`config.mk`:
```
export PLATFORM = sky130hd
export DESIGN_NAME = rv32_wb_interconnect_flat
export DESIGN_NICKNAME = d
export VERILOG_FILES = /design/src/rtl/rv32_wb_interconnect_pkg.sv /design/src/rtl/rv32_wb_interconnect_if.sv /design/src/rtl/rv32_wb_interconnect_watchdog.sv /design/src/rtl/rv32_wb_interconnect.sv /design/src/flat_wrapper.sv
export SDC_FILE = /design/constraint.sdc
export NUM_CORES = 1
export LEC_CHECK = 0
export CAP_MARGIN = 10
export CORE_AREA = 4 4 138 140
export DETAILED_ROUTE_END_ITERATION = 16
export DIE_AREA = 0 0 142 144
export DONT_BUFFER_PORTS = 1
export RECOVER_POWER = 50
export SKIP_CTS_REPAIR_TIMING = 1
export SLEW_MARGIN = 0
export SYNTH_ARGS = -nofsm -noshare
export SYNTH_HDL_FRONTEND = slang
export SYNTH_SLANG_ARGS = --single-unit
```
`constraint.sdc`:
```
create_clock -name clk_i -period 4.1 [get_ports clk_i]
set_input_delay 0.41 -clock clk_i [delete_from_list [all_inputs] [get_ports clk_i]]
set_output_delay 0.41 -clock clk_i [all_outputs]
set_load 0.02 [all_outputs]
```
`src/rtl/rv32_wb_interconnect_pkg.sv`:
```
// Shared types and constants for the RV32 data-port to Wishbone interconnect.
package rv32_wb_pkg;

    typedef enum logic [1:0] {
        IDLE = 2'd0,
        BUS  = 2'd1,
        RESP = 2'd2
    } wb_state_e;

    // Read data returned to the core on any bus error.
    localparam logic [31:0] WB_ERR_DATA      = 32'h0000_0000;
    // Default peripheral region base.
    localparam logic [31:0] PERIPH_BASE_DFLT = 32'h8000_0000;

endpackage

```
`src/rtl/rv32_wb_interconnect_if.sv`:
```
// Shared Wishbone bus plus per-slave cyc/ack/data lanes.
// master: the interconnect; slave: the peripheral side (or a testbench).
interface rv32_wb_interconnect_if #(
    parameter int NUM_SLAVES = 4,
    parameter int ADR_W      = 16
);
    logic [NUM_SLAVES-1:0]       slv_cyc_o;
    logic [NUM_SLAVES-1:0]       slv_ack_i;
    logic [NUM_SLAVES-1:0][31:0] slv_dat_i;
    logic [ADR_W-1:0]            wb_adr_o;
    logic [31:0]                 wb_dat_o;
    logic                        wb_we_o;
    logic                        wb_stb_o;
    logic [3:0]                  wb_sel_o;

    modport master (
        output slv_cyc_o, wb_adr_o, wb_dat_o, wb_we_o, wb_stb_o, wb_sel_o,
        input  slv_ack_i, slv_dat_i
    );

    modport slave (
        input  slv_cyc_o, wb_adr_o, wb_dat_o, wb_we_o, wb_stb_o, wb_sel_o,
        output slv_ack_i, slv_dat_i
    );
endinterface

```
`src/rtl/rv32_wb_interconnect_watchdog.sv`:
```
// Bus-cycle watchdog: counts cycles from start_i until ack_i, raising
// timeout_o in the TIMEOUT_CYCLES-th cycle of the wait. The counter
// clears on start and saturates instead of wrapping.
module rv32_wb_watchdog #(
    parameter int TIMEOUT_CYCLES = 255
) (
    input  logic clk_i,
    input  logic rst_n_i,
    input  logic start_i,
    input  logic ack_i,
    output logic timeout_o
);
    localparam int               CNT_W = $clog2(TIMEOUT_CYCLES + 1);
    localparam logic [CNT_W-1:0] LAST  = CNT_W'(TIMEOUT_CYCLES - 1);

    logic             running;
    logic [CNT_W-1:0] cnt;

    // cnt holds (cycles waited - 1) while running
    assign timeout_o = running && (cnt >= LAST);

    // Arm on start, disarm on ack or expiry, count while armed
    always_ff @(posedge clk_i or negedge rst_n_i) begin
        if (!rst_n_i) begin
            running <= 1'b0;
            cnt     <= '0;
        end else if (start_i) begin
            running <= 1'b1;
            cnt     <= '0;
        end else if (running) begin
            if (ack_i || timeout_o) running <= 1'b0;
            if (cnt != LAST)        cnt     <= cnt + 1'b1;
        end
    end
endmodule

```
`src/rtl/rv32_wb_interconnect.sv`:
```
// RV32 data-memory port to N-slave Wishbone interconnect.
// Decodes the peripheral region, runs one access at a time on a shared
// bus with a one-hot per-slave cyc, and stalls the core until done.
// Optional feature macro: WB_TIMEOUT_EN compiles in the bus watchdog;
// without it BUS waits for the slave ack indefinitely.
module rv32_wb_interconnect
    import rv32_wb_pkg::*;
#(
    parameter int          NUM_SLAVES     = 4,
    parameter int          ADR_W          = 16,
    parameter int          WIN_W          = 12,
    parameter logic [31:0] PERIPH_BASE    = PERIPH_BASE_DFLT,
    parameter int          TIMEOUT_CYCLES = 255
) (
    input  logic        clk_i,
    input  logic        rst_n_i,
    input  logic [3:0]  mem_we_i,
    input  logic        mem_re_i,
    input  logic [31:0] mem_addr_i,
    input  logic [31:0] mem_data_i,
    output logic [31:0] mem_data_o,
    output logic        mem_stall_o,
    output logic        mem_err_o,
    rv32_wb_interconnect_if.master wb
);

    wb_state_e state_q, state_d;

    logic [3:0]            idx_q;
    logic [ADR_W-1:0]      adr_q;
    logic [31:0]           dat_q;
    logic                  we_q;
    logic [3:0]            sel_q;
    logic                  err_q, err_d;
    logic [31:0]           rdata_q;

    logic                  hit, req, mapped;
    logic [3:0]            idx_in;
    logic [NUM_SLAVES-1:0] sel_oh;
    logic                  ack_sel;
    logic [31:0]           dat_sel;
    logic                  timeout;
    logic                  latch, cap_rd, cap_err;

    assign hit    = (mem_addr_i[31:ADR_W] == PERIPH_BASE[31:ADR_W]);
    assign req    = hit && ((|mem_we_i) || mem_re_i);
    assign idx_in = mem_addr_i[WIN_W +: 4];
    assign mapped = (int'(idx_in) < NUM_SLAVES);

    // One-hot of the latched slave index and the matching ack/data lane
    always_comb begin
        sel_oh  = '0;
        dat_sel = '0;
        for (int s = 0; s < NUM_SLAVES; s++) begin
            sel_oh[s] = (idx_q == 4'(s));
            if (sel_oh[s]) dat_sel = wb.slv_dat_i[s];
        end
    end

    // Acks from slaves other than the selected one never count
    assign ack_sel = |(wb.slv_ack_i & sel_oh);

`ifdef WB_TIMEOUT_EN
    rv32_wb_watchdog #(
        .TIMEOUT_CYCLES(TIMEOUT_CYCLES)
    ) u_watchdog (
        .clk_i    (clk_i),
        .rst_n_i  (rst_n_i),
        .start_i  (latch),
        .ack_i    ((state_q == BUS) && ack_sel),
        .timeout_o(timeout)
    );
`else
    assign timeout = 1'b0;
`endif

    // State register
    always_ff @(posedge clk_i or negedge rst_n_i) begin
        if (!rst_n_i) state_q <= IDLE;
        else          state_q <= state_d;
    end

    // Next state and datapath load strobes; ack has priority over timeout
    always_comb begin
        state_d = state_q;
        err_d   = err_q;
        latch   = 1'b0;
        cap_rd  = 1'b0;
        cap_err = 1'b0;
        case (state_q)
            IDLE: begin
                if (req) begin
                    if (mapped) begin
                        state_d = BUS;
                        err_d   = 1'b0;
                        latch   = 1'b1;
                    end else begin
                        state_d = RESP;
                        err_d   = 1'b1;
                        cap_err = 1'b1;
                    end
                end
            end
            BUS: begin
                if (ack_sel) begin
                    state_d = RESP;
                    err_d   = 1'b0;
                    cap_rd  = ~we_q;
                end else if (timeout) begin
                    state_d = RESP;
                    err_d   = 1'b1;
                    cap_err = 1'b1;
                end
            end
            // Always back to IDLE so the still-held request is not re-issued
            RESP:    state_d = IDLE;
            default: state_d = IDLE;
        endcase
    end

    // Latched request fields, error flag and read data
    always_ff @(posedge clk_i or negedge rst_n_i) begin
        if (!rst_n_i) begin
            idx_q   <= '0;
            adr_q   <= '0;
            dat_q   <= '0;
            we_q    <= 1'b0;
            sel_q   <= '0;
            err_q   <= 1'b0;
            rdata_q <= '0;
        end else begin
            err_q <= err_d;
            if (latch) begin
                idx_q <= idx_in;
                adr_q <= mem_addr_i[ADR_W-1:0];
                dat_q <= mem_data_i;
                we_q  <= |mem_we_i;
                sel_q <= (|mem_we_i) ? mem_we_i : 4'hF;
            end
            if (cap_rd)  rdata_q <= dat_sel;
            if (cap_err) rdata_q <= WB_ERR_DATA;
        end
    end

    // Stall is combinational from the request in IDLE; forced low in reset
    assign mem_stall_o  = rst_n_i && (((state_q == IDLE) && req) || (state_q == BUS));
    assign mem_err_o    = (state_q == RESP) && err_q;
    assign mem_data_o   = rdata_q;

    assign wb.slv_cyc_o = (state_q == BUS) ? sel_oh : '0;
    assign wb.wb_stb_o  = (state_q == BUS);
    assign wb.wb_adr_o  = adr_q;
    assign wb.wb_dat_o  = dat_q;
    assign wb.wb_we_o   = we_q;
    assign wb.wb_sel_o  = sel_q;

endmodule

```
`src/flat_wrapper.sv`:
```
// flat-port wrapper written by rule: the top's interface ports become plain ports
module rv32_wb_interconnect_flat import rv32_wb_pkg::*;
#(
    parameter int          NUM_SLAVES     = 4,
    parameter int          ADR_W          = 16,
    parameter int          WIN_W          = 12,
    parameter logic [31:0] PERIPH_BASE    = PERIPH_BASE_DFLT,
    parameter int          TIMEOUT_CYCLES = 255
)
  (clk_i, rst_n_i, mem_we_i, mem_re_i, mem_addr_i, mem_data_i, mem_data_o, mem_stall_o, mem_err_o, wb_slv_cyc_o, wb_wb_adr_o, wb_wb_dat_o, wb_wb_we_o, wb_wb_stb_o, wb_wb_sel_o, wb_slv_ack_i, wb_slv_dat_i);
  rv32_wb_interconnect_if #(.NUM_SLAVES(NUM_SLAVES), .ADR_W(ADR_W)) wb_i ();
  input  logic clk_i;
  input  logic rst_n_i;
  input  logic [3:0] mem_we_i;
  input  logic mem_re_i;
  input  logic [31:0] mem_addr_i;
  input  logic [31:0] mem_data_i;
  output logic [31:0] mem_data_o;
  output logic mem_stall_o;
  output logic mem_err_o;
  output wire logic [$bits(wb_i.slv_cyc_o)-1:0] wb_slv_cyc_o;
  output wire logic [$bits(wb_i.wb_adr_o)-1:0] wb_wb_adr_o;
  output wire logic [$bits(wb_i.wb_dat_o)-1:0] wb_wb_dat_o;
  output wire logic [$bits(wb_i.wb_we_o)-1:0] wb_wb_we_o;
  output wire logic [$bits(wb_i.wb_stb_o)-1:0] wb_wb_stb_o;
  output wire logic [$bits(wb_i.wb_sel_o)-1:0] wb_wb_sel_o;
  input wire logic [$bits(wb_i.slv_ack_i)-1:0] wb_slv_ack_i;
  input wire logic [$bits(wb_i.slv_dat_i)-1:0] wb_slv_dat_i;
  assign wb_slv_cyc_o = wb_i.slv_cyc_o;
  assign wb_wb_adr_o = wb_i.wb_adr_o;
  assign wb_wb_dat_o = wb_i.wb_dat_o;
  assign wb_wb_we_o = wb_i.wb_we_o;
  assign wb_wb_stb_o = wb_i.wb_stb_o;
  assign wb_wb_sel_o = wb_i.wb_sel_o;
  assign wb_i.slv_ack_i = wb_slv_ack_i;
  assign wb_i.slv_dat_i = wb_slv_dat_i;
  rv32_wb_interconnect #(.NUM_SLAVES(NUM_SLAVES), .ADR_W(ADR_W), .WIN_W(WIN_W), .PERIPH_BASE(PERIPH_BASE), .TIMEOUT_CYCLES(TIMEOUT_CYCLES)) u_core (.clk_i(clk_i), .rst_n_i(rst_n_i), .mem_we_i(mem_we_i), .mem_re_i(mem_re_i), .mem_addr_i(mem_addr_i), .mem_data_i(mem_data_i), .mem_data_o(mem_data_o), .mem_stall_o(mem_stall_o), .mem_err_o(mem_err_o), .wb(wb_i));
endmodule
```
==> results.ini, run 1 <==
[cts]
cts_root_buffer = clkbuf_16
cts_sinks = 88
clock_latency_ns = 0.34
htree_levels = 3
cts_buffers = 9
clkTransAtPathRegs_ns = 0.07
cts_max_path_buffers = 2
cts_tree = built

[power_and_ir_drop]
power_density_nw_per_um2 = 378.0
p_leak_uw = 0.002061
peakVddDrop_v = 0.0001718

[global_routing]
antenna_found_initial = 1
grt_max_degree = 90
track_usage = 0.1099
grt_overflow = 0
grt_pass1_wl_um = 17110
grt_pass1_vias = 2848

[logic_synthesis]
ys_warn_count = 0
synth_area_um2 = 4190
yosys.area.top_type = dfrtp_1
yosysUniqueCellTypes = 30
syn_inst = 273
synth_top_area_share = 0.5255
seq_area_frac_synth = 0.5255
synth.top_cells.by_area = dfrtp_1 53%, mux4_2 18%, mux2_2 10%
syn_avg_cell_area_um2 = 15.35
ys_ff_latch = 88
syn_nets = 476

[final_layout]
regArea_um2 = 2205
multi_input_area_um2 = 1861
diodes = 0
layout_commonest_cell = dfrtp_1
fin_nets = 472
post-route-util = 0.2645
syn_to_final_growth_pct = 12.60
layout-drive-gt1-share = 0.3613
fillCellCount = 1808
layout_common_cells = 86 x dfrtp_1, 38 x mux2_2, 33 x mux4_2

[worst_hold_path]
holdCritPathClass = in -> reg

[timing]
post-route-period-util = 0.7417
report.final.hold_viol_count = 0
slew_viol_final = 89
finalSetupTns_ns = 0
period_minus_slack_ns = 3.041
worst_pin_slew_ns = 2.192
clock_skew_ns = 0.009221
setup_viol = 0
fmax_mhz = 328.9
rsz0062_at_grt = false
slew_headroom = -0.4611

[critical_path]
crit_path_max_incr_delay_ns = 0.98
critPathCaptureType = register
cp_slowest_cell = dfrtp_2
cp_max_fo = 39
critPathRequiredTime_ns = 4.38
cp.arrival_ns = 3.32
start_kind = register
crit_type = reg -> reg
crit_path_cell_trace = mux4_2, and3_1, buf_4, a31oi_4, a22o_1

[floorplanning]
initial_core_util = 0.2349
ios = 295
die_h_um = 144
die_x_um = 142
dieArea_um2 = 20450
num_rows = 49
core_um2 = 17840

[route]
ant_nets = 0
viasPerCell = 5.014
drt_wl_total_um = 12050
num_vias = 2522
drcViolationCount = 0
drtPass1Iterations = 4
routedWlPerCell_um = 23.96
first_iter_violations = 61

[outcome]
status = complete, but fails checks
violations = capacitance limit, slew limit

[placed_design]
place_hpwl_um = 9190
gp_congestion = 0.7230
port_buffers = 0

[flow_run]
maxCapViolCount = 1

==> per-stage QoR <==
step	total power [uW]	cell area, um2	setup slack (ns)	hold slack [ns]	instances
after floorplan	915.4	4190	2.014	0.1144	273
after global placement	920.4	4393	1.221	0.1163	485
after detailed placement	919.9	4393	1.033	0.1173	485
after CTS	1801	4703	1.023	-0.2729	501
after global routing	1856	4718	0.8261	0.1749	503
final	1783	4718	1.059	0.1929	503
==> synth_stat cells (all sizes together) <==
cell and n:
dfrtp 88, mux2 46, mux4 33, a22o 32
nor2 14, buf 13, clkbuf 8, nand2 6
nor4 5, a21oi 4, inv 3, nand3 3
and3 2, nand2b 2, nor2b 2, nor3 2
nor3b 2, a21o 1, a31oi 1, and2b 1
mux2i 1, nor4b 1, o21ai 1, o31a 1
or2 1
==> final cells by class <==
class,count,share of cell area
Inverter,3,0.002387
Clock inverter,7,0.01803
Clock buffer,9,0.04773
Multi-Input combinational cell,161,0.3943
Sequential cell,88,0.4672
Tap cell,229,0.06073
Timing Repair Buffer,6,0.009547
==> critical path: cells and delay by family (launching register included) <==
family / cells / cell delay (ns)
flops: 1 / 0.98
simple gates: 1 / 0.19
buf+inv: 1 / 0.26
mux: 1 / 0.43
compound gates: 2 / 1.10
==> cells by family after synthesis <==
logic type | Yosys count | synth area share
flops | 88 | 0.5255
mux | 80 | 0.3034
simple gates | 41 | 0.05673
compound gates | 40 | 0.08182
buf+inv | 24 | 0.03254
==> registers in the layout (all words and copies together) (netlist names) <==
name / count
u_core.wb.wb_sel_o: 4
u_core.state_q: 2
u_core.err_q: 1
u_core.wb.wb_adr_o: 16
u_core.wb.wb_we_o: 1
u_core.wb.wb_dat_o: 32
u_core.mem_data_o: 32
==> path summary, 6_finish.rpt <==
kind	start	endpoint	slack, ns	cells past startpoint
max in group asynchronous	rst_n_i	u_core.wb.wb_adr_o[12]	1.40	2
worst min-delay path	mem_data_i[5]	u_core.wb.wb_dat_o[5]	0.19	1
worst min register to register	u_core.err_q	u_core.err_q	0.57	2
worst max register to register	u_core.wb.wb_adr_o[13]	u_core.mem_data_o[5]	1.06	5
worst max-delay path	u_core.wb.wb_adr_o[13]	u_core.mem_data_o[5]	1.06	5
min in group asynchronous	rst_n_i	u_core.wb.wb_dat_o[12]	1.27	2
==> metal layers <==
| metal | part of all wire | global-route usage |
|---|---|---|
| met2 | 0.52 | 0.1786 |
| met4 | 0.014 | 0.03838 |
| met5 | 0.0011 | 0 |
| met3 | 0.086 | 0.03902 |
| met1 | 0.38 | 0.1361 |
==> report_power, final <==
| group | internal (uW) | switching (uW) | leakage [uW] | total (uW) |
|---|---|---|---|---|
| clock network | 485 | 377 | 0.000146 | 863 |
| registers | 868 | 0.228 | 0.00122 | 868 |
| logic | 26.0 | 26.4 | 0.000698 | 52.4 |
| total | 1380 | 404 | 0.00206 | 1780 |
(Power assumes the default switching activity.)
==> run 2, diff against run 1 <==
- clock period: 4.1 -> 2.95 ns (I/O delays scaled with it)
==> results.ini, run 2 (same netlist as run 1, synthesis figures left out) <==
[final_layout]
layout_common_cells = 86 x dfrtp_1, 38 x mux2_2, 33 x mux4_2
instances_no_fill = 503
layout_commonest_cell = dfrtp_1
diodes = 0
fin_nets = 472
layout-drive-gt1-share = 0.3613
syn_to_final_growth_pct = 13.17

[power_and_ir_drop]
peakVddDrop_v = 0.0002346
p_leak_uw = 0.002066
power_density_nw_per_um2 = 511.4

[placed_design]
place_hpwl_um = 9242
dpl_worst_slack_ns = 0.6449
post-place-cells = 485
gp_congestion = 0.7171
port_buffers = 0

[cts]
cts_buffers = 9
cts_tree = built
clkTransAtPathRegs_ns = 0.08
cts_sinks = 88
cts_root_buffer = clkbuf_16
cts_max_path_buffers = 2
clock_latency_ns = 0.35
htree_levels = 3

[route]
drtPass1Iterations = 6
num_vias = 2521
routedWlPerCell_um = 23.55
first_iter_violations = 86
drt_wl_total_um = 11840
drcViolationCount = 0
viasPerCell = 5.012
ant_nets = 0

[global_routing]
grt_max_degree = 90
grt_overflow = 0
antenna_found_initial = 0
grt_pass1_wl_um = 16990
grt_pass1_vias = 2704
track_usage = 0.1086

[critical_path]
crit_type = in -> out
cp_max_fo = 4
cp.arrival_ns = 1.96
start_kind = input port
critPathRequiredTime_ns = 2.65
critPathCaptureType = primary output

[flow_run]
maxCapViolCount = 0

[timing]
setup_viol = 0
post-route-period-util = 0.7651
clock_skew_ns = 0.01228
fmax_mhz = 443.1
finalSetupTns_ns = 0
report.final.hold_viol_count = 0
rsz0062_at_grt = false
worst_pin_slew_ns = 0.9155
period_minus_slack_ns = 2.257
slew_headroom = 0.3897
slew_viol_final = 0
fin_ws_ns = 0.6930

[floorplanning]
num_rows = 49
die_h_um = 144
dieArea_um2 = 20450
die_x_um = 142
ios = 295
core_um2 = 17840
initial_core_util = 0.2349

[outcome]
status = complete, no violations

[worst_hold_path]
holdCritPathClass = in -> reg

==> run 2: power breakdown <==
| group | switching [uW] | internal [uW] |
|---|---|---|
| registers | 0.278 | 1210 |
| logic | 37.9 | 39.7 |
| clock network | 544 | 598 |
| total | 582 | 1840 |
==> run 2: layout make-up <==
type | count | area, um2
sequential | 88 | 2205
inverter | 3 | 11.26
timing repair buffer | 6 | 80.08
tap | 229 | 286.5
clock buffer | 9 | 225.2
multi-input combinational | 161 | 1861
fill | 1801 | 13100
clock inverter | 7 | 73.82
==> run 2: per-stage QoR <==
step             util  cell area [um2]  power [uW]  hold slack [ns]
6_report       0.2658             4742        2425          0.07824
5_1_grt        0.2658             4742        2533          0.04787
4_1_cts        0.2637             4705        2442          -0.3919
3_5_place_dp   0.2469             4405        1279         0.001884
3_3_place_gp   0.2469             4405        1279         0.001387
2_1_floorplan       -             4190        1272       -0.0005911
==> run 2: routing by layer <==
metal	vias up	track usage	share of wire
li1	1047	-	-
met1	1293	0.1302	0.37
met2	160	0.1722	0.52
met3	21	0.03770	0.088
met4	0	0.05808	0.028
met5	-	0	0
==> run 2: final timing paths <==
| kind | from | to | slack (ns) | cells past startpoint |
|---|---|---|---|---|
| min in group asynchronous | rst_n_i | u_core.wb.wb_dat_o[10] | 0.52 | 2 |
| worst min register to register | u_core.err_q | u_core.err_q | 0.56 | 2 |
| worst max register to register | u_core.wb.wb_adr_o[12] | u_core.mem_data_o[7] | 0.75 | 4 |
| worst min-delay path | mem_data_i[11] | u_core.wb.wb_dat_o[11] | 0.08 | 1 |
| max in group asynchronous | rst_n_i | u_core.wb.wb_adr_o[13] | 2.08 | 2 |
| worst max-delay path | mem_addr_i[26] | mem_stall_o | 0.69 | 5 |
==> run 2: worst max-delay path, cell delays in order <==
cell,delay (ns)
nor4_1,0.28
nand2_1,0.18
nor3_2,0.42
nor2_1,0.08
nor3b_1,0.70
